File: src/rtl/cpu_pkg.sv
// Shared CPU definitions: word width, fetch defaults, the fetch FSM state type
// and the IF/ID record layout.
package cpu_pkg;

  localparam int WORD_W = 16;
  typedef logic [WORD_W-1:0] word_t;

  localparam word_t RESET_PC_DEF  = 16'h0000;
  localparam word_t PC_INC_DEF    = 16'd2;
  localparam word_t NOP_INSTR_DEF = 16'h0000;

  typedef enum logic [1:0] {
    IDLE,
    REQ,
    HOLD,
    DRAIN
  } fetch_state_t;

  typedef struct packed {
    word_t instr;
    word_t nextpc;
    logic  valid;
  } ifid_t;

endpackage

File: src/rtl/fetch_skid_buf.sv
// One-entry skid buffer holding an instruction that returned while decode
// was stalled. Flush and unload both empty it; flush has priority over load.
module fetch_skid_buf
  import cpu_pkg::*;
(
  input  logic  clk,
  input  logic  rst,
  input  logic  load_i,
  input  logic  unload_i,
  input  logic  flush_i,
  input  word_t instr_i,
  input  word_t nextpc_i,
  output ifid_t entry_o
);

  logic  valid_q;
  word_t instr_q;
  word_t nextpc_q;

  always_ff @(posedge clk) begin
    if (rst) begin
      valid_q <= 1'b0;
    end else if (flush_i || unload_i) begin
      valid_q <= 1'b0;
    end else if (load_i) begin
      valid_q <= 1'b1;
    end
  end

  // NOTE: payload registers carry no reset; valid_q alone says whether they mean anything.
  always_ff @(posedge clk) begin
    if (load_i) begin
      instr_q  <= instr_i;
      nextpc_q <= nextpc_i;
    end
  end

  assign entry_o = '{instr: instr_q, nextpc: nextpc_q, valid: valid_q};

endmodule

File: src/rtl/fetch_stage.sv
// Instruction-fetch stage: PC, imem req/ack handshake, IF/ID register and skid buffer.
// Optional macro FETCH_PERF_EN adds saturating FetchCount/BubbleCount outputs.
module fetch_stage
  import cpu_pkg::*;
#(
  parameter word_t RESET_PC  = RESET_PC_DEF,
  parameter word_t PC_INC    = PC_INC_DEF,
  parameter word_t NOP_INSTR = NOP_INSTR_DEF
) (
  input  logic  clk,
  input  logic  rst,
  input  logic  Stall,
  input  logic  Redirect,
  input  word_t TruePC,
  output logic  ImemReq,
  output word_t ImemAddr,
  input  logic  ImemAck,
  input  word_t ImemData,
  output word_t Instruct,
  output word_t NextPC,
`ifdef FETCH_PERF_EN
  output word_t FetchCount,
  output word_t BubbleCount,
`endif
  output logic  InstValid
);

  fetch_state_t state_q, state_d;
  word_t        pc_q, pc_d;
  word_t        addr_q, addr_d;
  logic         req_q, req_d;
  ifid_t        ifid_q, ifid_d;

  logic  skid_load, skid_unload, skid_flush;
  ifid_t skid_entry;
  logic  redir_ok;
  word_t pc_inc;

  assign redir_ok = Redirect && !Stall;
  assign pc_inc   = pc_q + PC_INC;

  fetch_skid_buf u_skid (
    .clk      (clk),
    .rst      (rst),
    .load_i   (skid_load),
    .unload_i (skid_unload),
    .flush_i  (skid_flush),
    .instr_i  (ImemData),
    .nextpc_i (pc_inc),
    .entry_o  (skid_entry)
  );

  // NOTE: every always_comb output gets a default first so no path can infer a latch.
  always_comb begin
    state_d     = state_q;
    pc_d        = pc_q;
    ifid_d      = ifid_q;
    skid_load   = 1'b0;
    skid_unload = 1'b0;
    skid_flush  = redir_ok;

    // Unstalled decode takes a bubble unless a real instruction is loaded below.
    if (!Stall) begin
      ifid_d = '{instr: NOP_INSTR, nextpc: ifid_q.nextpc, valid: 1'b0};
    end

    case (state_q)
      IDLE: state_d = REQ;
      REQ: begin
        if (ImemAck) begin
          if (redir_ok) begin
            pc_d = TruePC;
          end else begin
            pc_d = pc_inc;
            if (Stall) begin
              skid_load = 1'b1;
              state_d   = HOLD;
            end else begin
              ifid_d = '{instr: ImemData, nextpc: pc_inc, valid: 1'b1};
            end
          end
        end else if (redir_ok) begin
          pc_d    = TruePC;
          state_d = DRAIN;
        end
      end
      HOLD: begin
        if (!Stall) begin
          if (Redirect) begin
            pc_d = TruePC;
          end else begin
            ifid_d      = skid_entry;
            skid_unload = 1'b1;
          end
          state_d = REQ;
        end
      end
      DRAIN: begin
        if (redir_ok) pc_d = TruePC;
        if (ImemAck) state_d = REQ;
      end
      default: state_d = IDLE;
    endcase

    // The stale request in DRAIN must keep its address until the memory acks it.
    req_d  = (state_d == REQ) || (state_d == DRAIN);
    addr_d = (state_d == DRAIN) ? addr_q : pc_d;
  end

  // NOTE: sequential state is updated with non-blocking assignments only.
  always_ff @(posedge clk) begin
    if (rst) begin
      state_q <= IDLE;
      pc_q    <= RESET_PC;
      addr_q  <= RESET_PC;
      req_q   <= 1'b0;
      ifid_q  <= '{instr: NOP_INSTR, nextpc: 16'h0000, valid: 1'b0};
    end else begin
      state_q <= state_d;
      pc_q    <= pc_d;
      addr_q  <= addr_d;
      req_q   <= req_d;
      ifid_q  <= ifid_d;
    end
  end

  assign ImemReq   = req_q;
  assign ImemAddr  = addr_q;
  assign Instruct  = ifid_q.instr;
  assign NextPC    = ifid_q.nextpc;
  assign InstValid = ifid_q.valid;

`ifdef FETCH_PERF_EN
  word_t fetch_cnt_q, bubble_cnt_q;

  always_ff @(posedge clk) begin
    if (rst) begin
      fetch_cnt_q  <= 16'h0000;
      bubble_cnt_q <= 16'h0000;
    end else if (!Stall) begin
      if (ifid_d.valid && fetch_cnt_q != 16'hFFFF) fetch_cnt_q <= fetch_cnt_q + 16'd1;
      if (!ifid_d.valid && bubble_cnt_q != 16'hFFFF) bubble_cnt_q <= bubble_cnt_q + 16'd1;
    end
  end

  assign FetchCount  = fetch_cnt_q;
  assign BubbleCount = bubble_cnt_q;
`endif

endmodule

File: config.mk
export PLATFORM = sky130hd
export DESIGN_NAME = fetch_stage
export DESIGN_NICKNAME = d
export VERILOG_FILES = /design/src/rtl/cpu_pkg.sv /design/src/rtl/fetch_skid_buf.sv /design/src/rtl/fetch_stage.sv
export SDC_FILE = /design/constraint.sdc
export NUM_CORES = 1
export LEC_CHECK = 0
export BUFFER_PORTS_ARGS = -buffer_cell sky130_fd_sc_hd__clkbuf_2
export CELL_PAD_IN_SITES_DETAIL_PLACEMENT = 0
export CELL_PAD_IN_SITES_GLOBAL_PLACEMENT = 1
export CORE_MARGIN = 5
export CORE_UTILIZATION = 35
export CTS_CLUSTER_DIAMETER = 30
export CTS_CLUSTER_SIZE = 20
export DETAILED_ROUTE_END_ITERATION = 8
export GPL_TIMING_DRIVEN = 0
export PLACE_DENSITY = 0.64
export SETUP_SLACK_MARGIN = 0.1
export SYNTH_ARGS = -nofsm -noshare
export SYNTH_HDL_FRONTEND = slang
export SYNTH_SLANG_ARGS = --single-unit
File: constraint.sdc
create_clock -name clk -period 3.1 [get_ports clk]
set_input_delay 0.62 -clock clk [delete_from_list [all_inputs] [get_ports clk]]
set_output_delay 0.62 -clock clk [all_outputs]
set_load 0.02 [all_outputs]
==> flow_metrics.py, run 1 <==
metrics = {
    "layout": {
        "instances_no_fill": 733,
        "fillers": 1283,
        "fin_util_pct": 43.54,
        "nets": 598,
        "multi_input_area_sq_um": 2019,
        "drive_above_1_share_pct": 24.06,
        "diodes": 0,
        "regArea_sq_um": 2322,
        "areaGrowthSynthToFinish_pct": 21.49,
    },
    "clocking": {
        "cts_max_level": 3,
        "hold_buffers": 0,
        "clk_pin_slew_ns": 0.07,
        "cts.sinks": 100,
        "clk_latency_ns": 0.35,
        "clockBufferDepth": 2,
        "cts_tree": "yes",
        "cts_buffers": 9,
        "post_cts_resized": 0,
        "cts_root_buf": "clkbuf_16",
        "cts_setup_buffers": 0,
    },
    "route": {
        "drc": 0,
        "viasPerCell": 5.510,
        "wl_microns": 14320,
        "first_pass_iters": 5,
        "final_antenna_net_count": 0,
        "drtIter0Drc": 377,
        "vias": 4039,
        "detail_route.wl_per_cell_microns": 19.54,
    },
    "synthesis": {
        "syn-num-nets": 502,
        "avgSynthCellArea_sq_um": 9.871,
        "synthTopCellsByArea": "dfxtp_1, edfxtp_1, nor2_1",
        "synth_common_cells": "dfxtp_1, nor2_1, edfxtp_1",
        "synth_flop_cell": "dfxtp_1",
        "async_reset_ff_share_pct": 0,
        "syn_inst": 460,
        "synthDistinctLibCells": 58,
        "yosys_warnings": 0,
        "synth_edf_count": 32,
        "syn_area_sq_um": 4541,
        "yosysMostFrequentCell": "dfxtp_1",
        "synth_top_area_share_pct": 29.98,
        "yosysTopAreaCell": "dfxtp_1",
        "synth_seq_area_share_pct": 51.14,
        "ys_ff_latch": 100,
    },
    "setup_path": {
        "critPathRequiredTime_ns": 3.39,
        "cp-end-kind": "register",
        "cp_common_cell": "a211oi_1",
        "critical_path_buf_inv_count": 2,
        "critPathMaxStageDelay_ns": 0.82,
        "cp_data_arrival_time_ns": 2.92,
        "cp_slowest_cell": "nor3b_1",
        "critPathTopFamily": "simple AND/OR/NAND/NOR gates",
        "crit_chain": "inv_1 -> ha_1 -> buf_2 -> nor3b_1 -> a211oi_1 -> a211oi_1 -> mux2i_1 -> nor2_1",
        "critPathLaunchType": "register",
        "critical_path_class": "register to register",
        "path_max_fanout": 10,
    },
    "power": {
        "total_leakage_power_nw": 2.148,
        "irDropWorstVdd_v": 0.0002379,
        "power_mw": 2.940,
        "power_density_nw_per_um2": 533.0,
    },
    "run": {
        "maxCapViolCount": 0,
    },
    "floorplanning": {
        "dieArea_sq_um": 15350,
        "start_util_pct": 35.83,
        "die_y_microns": 123.9,
        "ios": 87,
        "die_width_microns": 123.9,
        "core_sq_um": 12670,
        "std_cell_rows": 41,
    },
    "place": {
        "post-place-ws_ns": 0.4214,
        "place_inst": 717,
        "post-dp-hpwl_microns": 10620,
        "globalplace.congestion": 0.9104,
        "numPortBuffers": 85,
    },
    "timing": {
        "worst_pin_slew_ns": 0.9882,
        "rsz0062_at_grt": "no",
        "setup-violations-final": 0,
        "finalHoldViolCount": 0,
        "fin_setup_tns_ns": 0,
        "finalClockSkew_ns": 0.009249,
        "fin_crit_ns": 2.634,
        "drv_slew": 0,
        "maxSlewHeadroom_pct": 33.98,
        "setup_slack_ns": 0.4664,
        "clock.fmax_mhz": 379.7,
        "min_period_over_period_pct": 84.95,
    },
    "global_routing": {
        "grt_pass1_vias": 3905,
        "antenna_found_initial": 0,
        "grt_pass1_wl_microns": 22310,
        "grt-ovfl-total": 0,
        "grt_start_max_net_pins": 34,
        "grt_usage_pct": 19.25,
    },
    "worst_hold_path": {
        "hold_path_class": "register to register",
    },
    "outcome": {
        "status": "complete, no violations",
    },
}
## routing by layer
layer	GRT usage, %	routed length [microns]
met1	26.51	6740
met2	29.54	6449
met3	5.268	901
met4	5.818	232
met5	0	0
## sequential cells by signal, indices dropped and copies added (netlist names), 2 cells and up
register	flops
ImemAddr	16
Instruct	16
NextPC	16
pc_q	16
u_skid.instr_q	16
u_skid.nextpc_q	16
state_q	2
## kinds of logic after synthesis
logic type	Yosys count	synth area share (%)
mux	2	0.4409
fa+ha+maj	5	1.378
flops	100	51.14
simple gates	157	17.44
compound gates	139	22.87
buf+inv	45	4.409
xor+xnor	12	2.315
## stage by stage
step                      area [sq um]  hold slack, ns
final                             5517          0.4590
after detailed placement          5182          0.4516
after CTS                         5517          0.4495
after global routing              5517          0.4455
after global placement            5181          0.4405
after floorplan                   4541          0.4242
## report_power, final
group / total, mW / internal (mW) / switching (mW)
logic: 0.320 / 0.101 / 0.219
clock network: 1.21 / 0.713 / 0.501
registers: 1.41 / 1.39 / 0.0216
total: 2.94 / 2.20 / 0.741
## worst register-to-register path, delay by kind of cell (launching register included)
kind	cells	cell delay, ns
AOI/OAI and AO/OA	2	0.42
adders and majority gates	1	0.30
buffers and inverters	2	0.36
DFF	1	0.45
muxes	1	0.13
and+or+nand+nor	2	0.92
## cell usage in the layout, fill, tap and decap left out, drive strengths merged, types with 6 or more instances in the layout
cell | Yosys | final
nor3 | 20 | 20
edfxtp | 32 | 32
nand3 | 8 | 8
a22oi | 29 | 29
dfxtp | 68 | 68
a21oi | 16 | 16
o21ai | 26 | 26
nor2 | 59 | 59
and3 | 6 | 6
inv | 11 | 12
a2bb2oi | 7 | 7
and2 | 6 | 6
a22o | 16 | 16
a222oi | 7 | 7
clkbuf | 15 | 114
xor2 | 8 | 8
a211oi | 14 | 14
or3 | 6 | 6
nand2 | 26 | 26
nor4 | 9 | 9
buf | 19 | 19
## area by class of cell
type / instances / area share, %
Buffer: 34 / 2.880
Inverter: 11 / 0.7485
Tap cell: 172 / 3.901
Clock inverter: 2 / 0.3175
Clock buffer: 14 / 5.738
Timing Repair Buffer: 85 / 7.712
Multi-Input combinational cell: 315 / 36.61
Sequential cell: 100 / 42.10
## path summary, 6_finish.rpt
kind,cells past startpoint,from,slack (ns),to
setup / recovery,8,state_q[0],0.47,ImemAddr[6]
hold / removal,2,NextPC[12],0.46,NextPC[12]
setup reg to reg,8,state_q[0],0.47,ImemAddr[6]
hold reg to reg,2,NextPC[12],0.46,NextPC[12]
Power figures use the tool's default switching activity.
==> run 2, diff against run 1 <==
- clock period: 3.1 -> 2.6 ns (I/O delays scaled with it)
==> run 2 against run 1 <==
Effect of this change: register-to-register slack worse by 0.16 ns; die area did not move; count of clock-buffer cells in the layout is the same; routed wire length is essentially flat; first-iteration DRC count decreased by 6.6%; total power rose by 19%; sequential power rose by 19%; hold slack lost 0.097 ns; clock skew up 0.00077 ns; final cell count increased by 0.27%; critical endpoint is now Instruct[2].
==> flow_metrics.py, run 2 (synthesis results as in run 1) <==
metrics = {
    "clocking": {
        "cts_root_buf": "clkbuf_16",
        "clk_latency_ns": 0.35,
        "cts_max_level": 3,
        "hold_buffers": 0,
        "cts_tree": "yes",
        "clk_pin_slew_ns": 0.07,
        "cts.sinks": 100,
        "cts_buffers": 9,
        "clockBufferDepth": 2,
    },
    "layout": {
        "drive_above_1_share_pct": 25.58,
        "final_cell_mix": "clkbuf_2, dfxtp_1, nor2_1, edfxtp_1, a22oi_1",
        "multi_input_area_sq_um": 2037,
        "nets": 600,
        "final_common_cell": "clkbuf_2",
        "diodes": 0,
        "fin_util_pct": 43.84,
        "regArea_sq_um": 2323,
        "areaGrowthSynthToFinish_pct": 22.35,
        "fillers": 1278,
        "instances_no_fill": 735,
    },
    "place": {
        "post-dp-hpwl_microns": 10620,
        "numPortBuffers": 85,
        "globalplace.congestion": 0.9104,
        "place_inst": 717,
    },
    "timing": {
        "fin_hold_ws_ns": 0.3616,
        "setup-violations-final": 0,
        "worst_pin_slew_ns": 0.8668,
        "finalClockSkew_ns": 0.01002,
        "finalHoldViolCount": 0,
        "maxSlewHeadroom_pct": 42.21,
        "clock.fmax_mhz": 436.3,
        "fin_setup_tns_ns": 0,
        "min_period_over_period_pct": 88.16,
        "drv_slew": 0,
        "rsz0062_at_grt": "no",
        "fin_crit_ns": 2.292,
    },
    "global_routing": {
        "antenna_found_initial": 0,
        "grt_usage_pct": 19.24,
        "grt_start_max_net_pins": 34,
        "grt-ovfl-total": 0,
        "grt_pass1_vias": 3903,
        "grt_pass1_wl_microns": 22290,
    },
    "route": {
        "first_pass_iters": 5,
        "wl_microns": 14330,
        "final_antenna_net_count": 0,
        "drc": 0,
        "viasPerCell": 5.479,
        "drtIter0Drc": 352,
        "vias": 4027,
        "detail_route.wl_per_cell_microns": 19.49,
    },
    "floorplanning": {
        "start_util_pct": 35.83,
        "die_y_microns": 123.9,
        "core_sq_um": 12670,
        "die_width_microns": 123.9,
        "std_cell_rows": 41,
        "ios": 87,
        "dieArea_sq_um": 15350,
    },
    "setup_path": {
        "cp_common_cell": "inv_1",
        "path_max_fanout": 10,
        "crit_chain": "inv_1 -> ha_1 -> inv_1 -> or3_1 -> clkbuf_1 -> and2_1 -> a22oi_1 -> nor2_1",
        "critPathLaunchType": "register",
        "cp_slowest_cell": "dfxtp_1",
        "ff2ff_setup_slack_ns": 0.31,
        "reg2reg_depth": 8,
        "critPathMaxStageDelay_ns": 0.40,
        "cp-end-kind": "register",
        "cp_data_arrival_time_ns": 2.51,
        "critical_path_class": "register to register",
        "critPathRequiredTime_ns": 2.82,
    },
    "power": {
        "irDropWorstVdd_v": 0.0002839,
        "total_leakage_power_nw": 2.165,
        "pwr-share-clk_pct": 41.2,
        "power_mw": 3.512,
        "p_seq_share_pct": 47.8,
        "comb_power_share_pct": 11.0,
        "power.switching_mw": 0.8863,
        "power_density_nw_per_um2": 632.1,
        "p_int_mw": 2.625,
        "p_sw_share_pct": 25.24,
    },
    "run": {
        "maxCapViolCount": 0,
    },
    "worst_hold_path": {
        "whs_path_depth": 1,
        "hold_path_class": "input pin to register",
    },
    "outcome": {
        "status": "complete, no violations",
    },
}
-- run 2: power by group through the flow --
stage          Clock (mW)  Sequential [mW]  Combinational [mW]
3_5_place_dp            0             1.71               0.378
3_3_place_gp            0             1.71               0.380
6_report             1.45             1.68               0.388
4_1_cts              1.49             1.68               0.381
5_1_grt              1.55             1.68               0.421
2_1_floorplan           0             1.73               0.216
-- run 2: layout make-up --
cell class	instances	area share (%)
clock buffer	14	5.698
clock inverter	2	0.3153
sequential	100	41.82
inverter	11	0.7432
tap	172	3.874
buffer	33	2.815
timing repair buffer	88	8.063
multi-input combinational	315	36.67
-- run 2: worst max-delay path: cells and delay by family, from the launching register on --
family          cells  cell delay (ns)
flops               1             0.40
buf+inv             3             0.41
fa+ha+maj           1             0.35
simple gates        3             0.74
compound gates      1             0.26
-- run 2: worst paths after layout --
| check | endpoint | from |
|---|---|---|
| worst max-delay path | Instruct[2] | state_q[1] |
| worst min-delay path | u_skid.instr_q[14] | ImemData[14] |
| worst max register to register | Instruct[2] | state_q[1] |
| worst min register to register | NextPC[12] | NextPC[12] |
-- run 2: through the flow --
stage          setup slack, ns  area (sq um)
6_report                0.3078          5555
3_5_place_dp           0.02138          5182
3_3_place_gp           -0.5354          5181
2_1_floorplan           0.3469          4541
5_1_grt                 0.1388          5555
4_1_cts                 0.1581          5522
-- run 2: repair_timing --
item,in CTS,in global routing
buffers inserted,0,3
resized for setup,1,7
endpoints found under the setup margin,2,39
endpoints found under the hold margin,0,0
pin swaps,0,3
-- run 2: per-layer routing --
| layer | vias to the layer above | global-route usage (%) | part of all wire (%) |
|---|---|---|---|
| met5 | - | 0 | 0 |
| met4 | 0 | 5.818 | 1.6 |
| met3 | 14 | 5.268 | 5.9 |
| li1 | 1923 | - | - |
| met2 | 128 | 29.50 | 45 |
| met1 | 1962 | 26.51 | 47 |
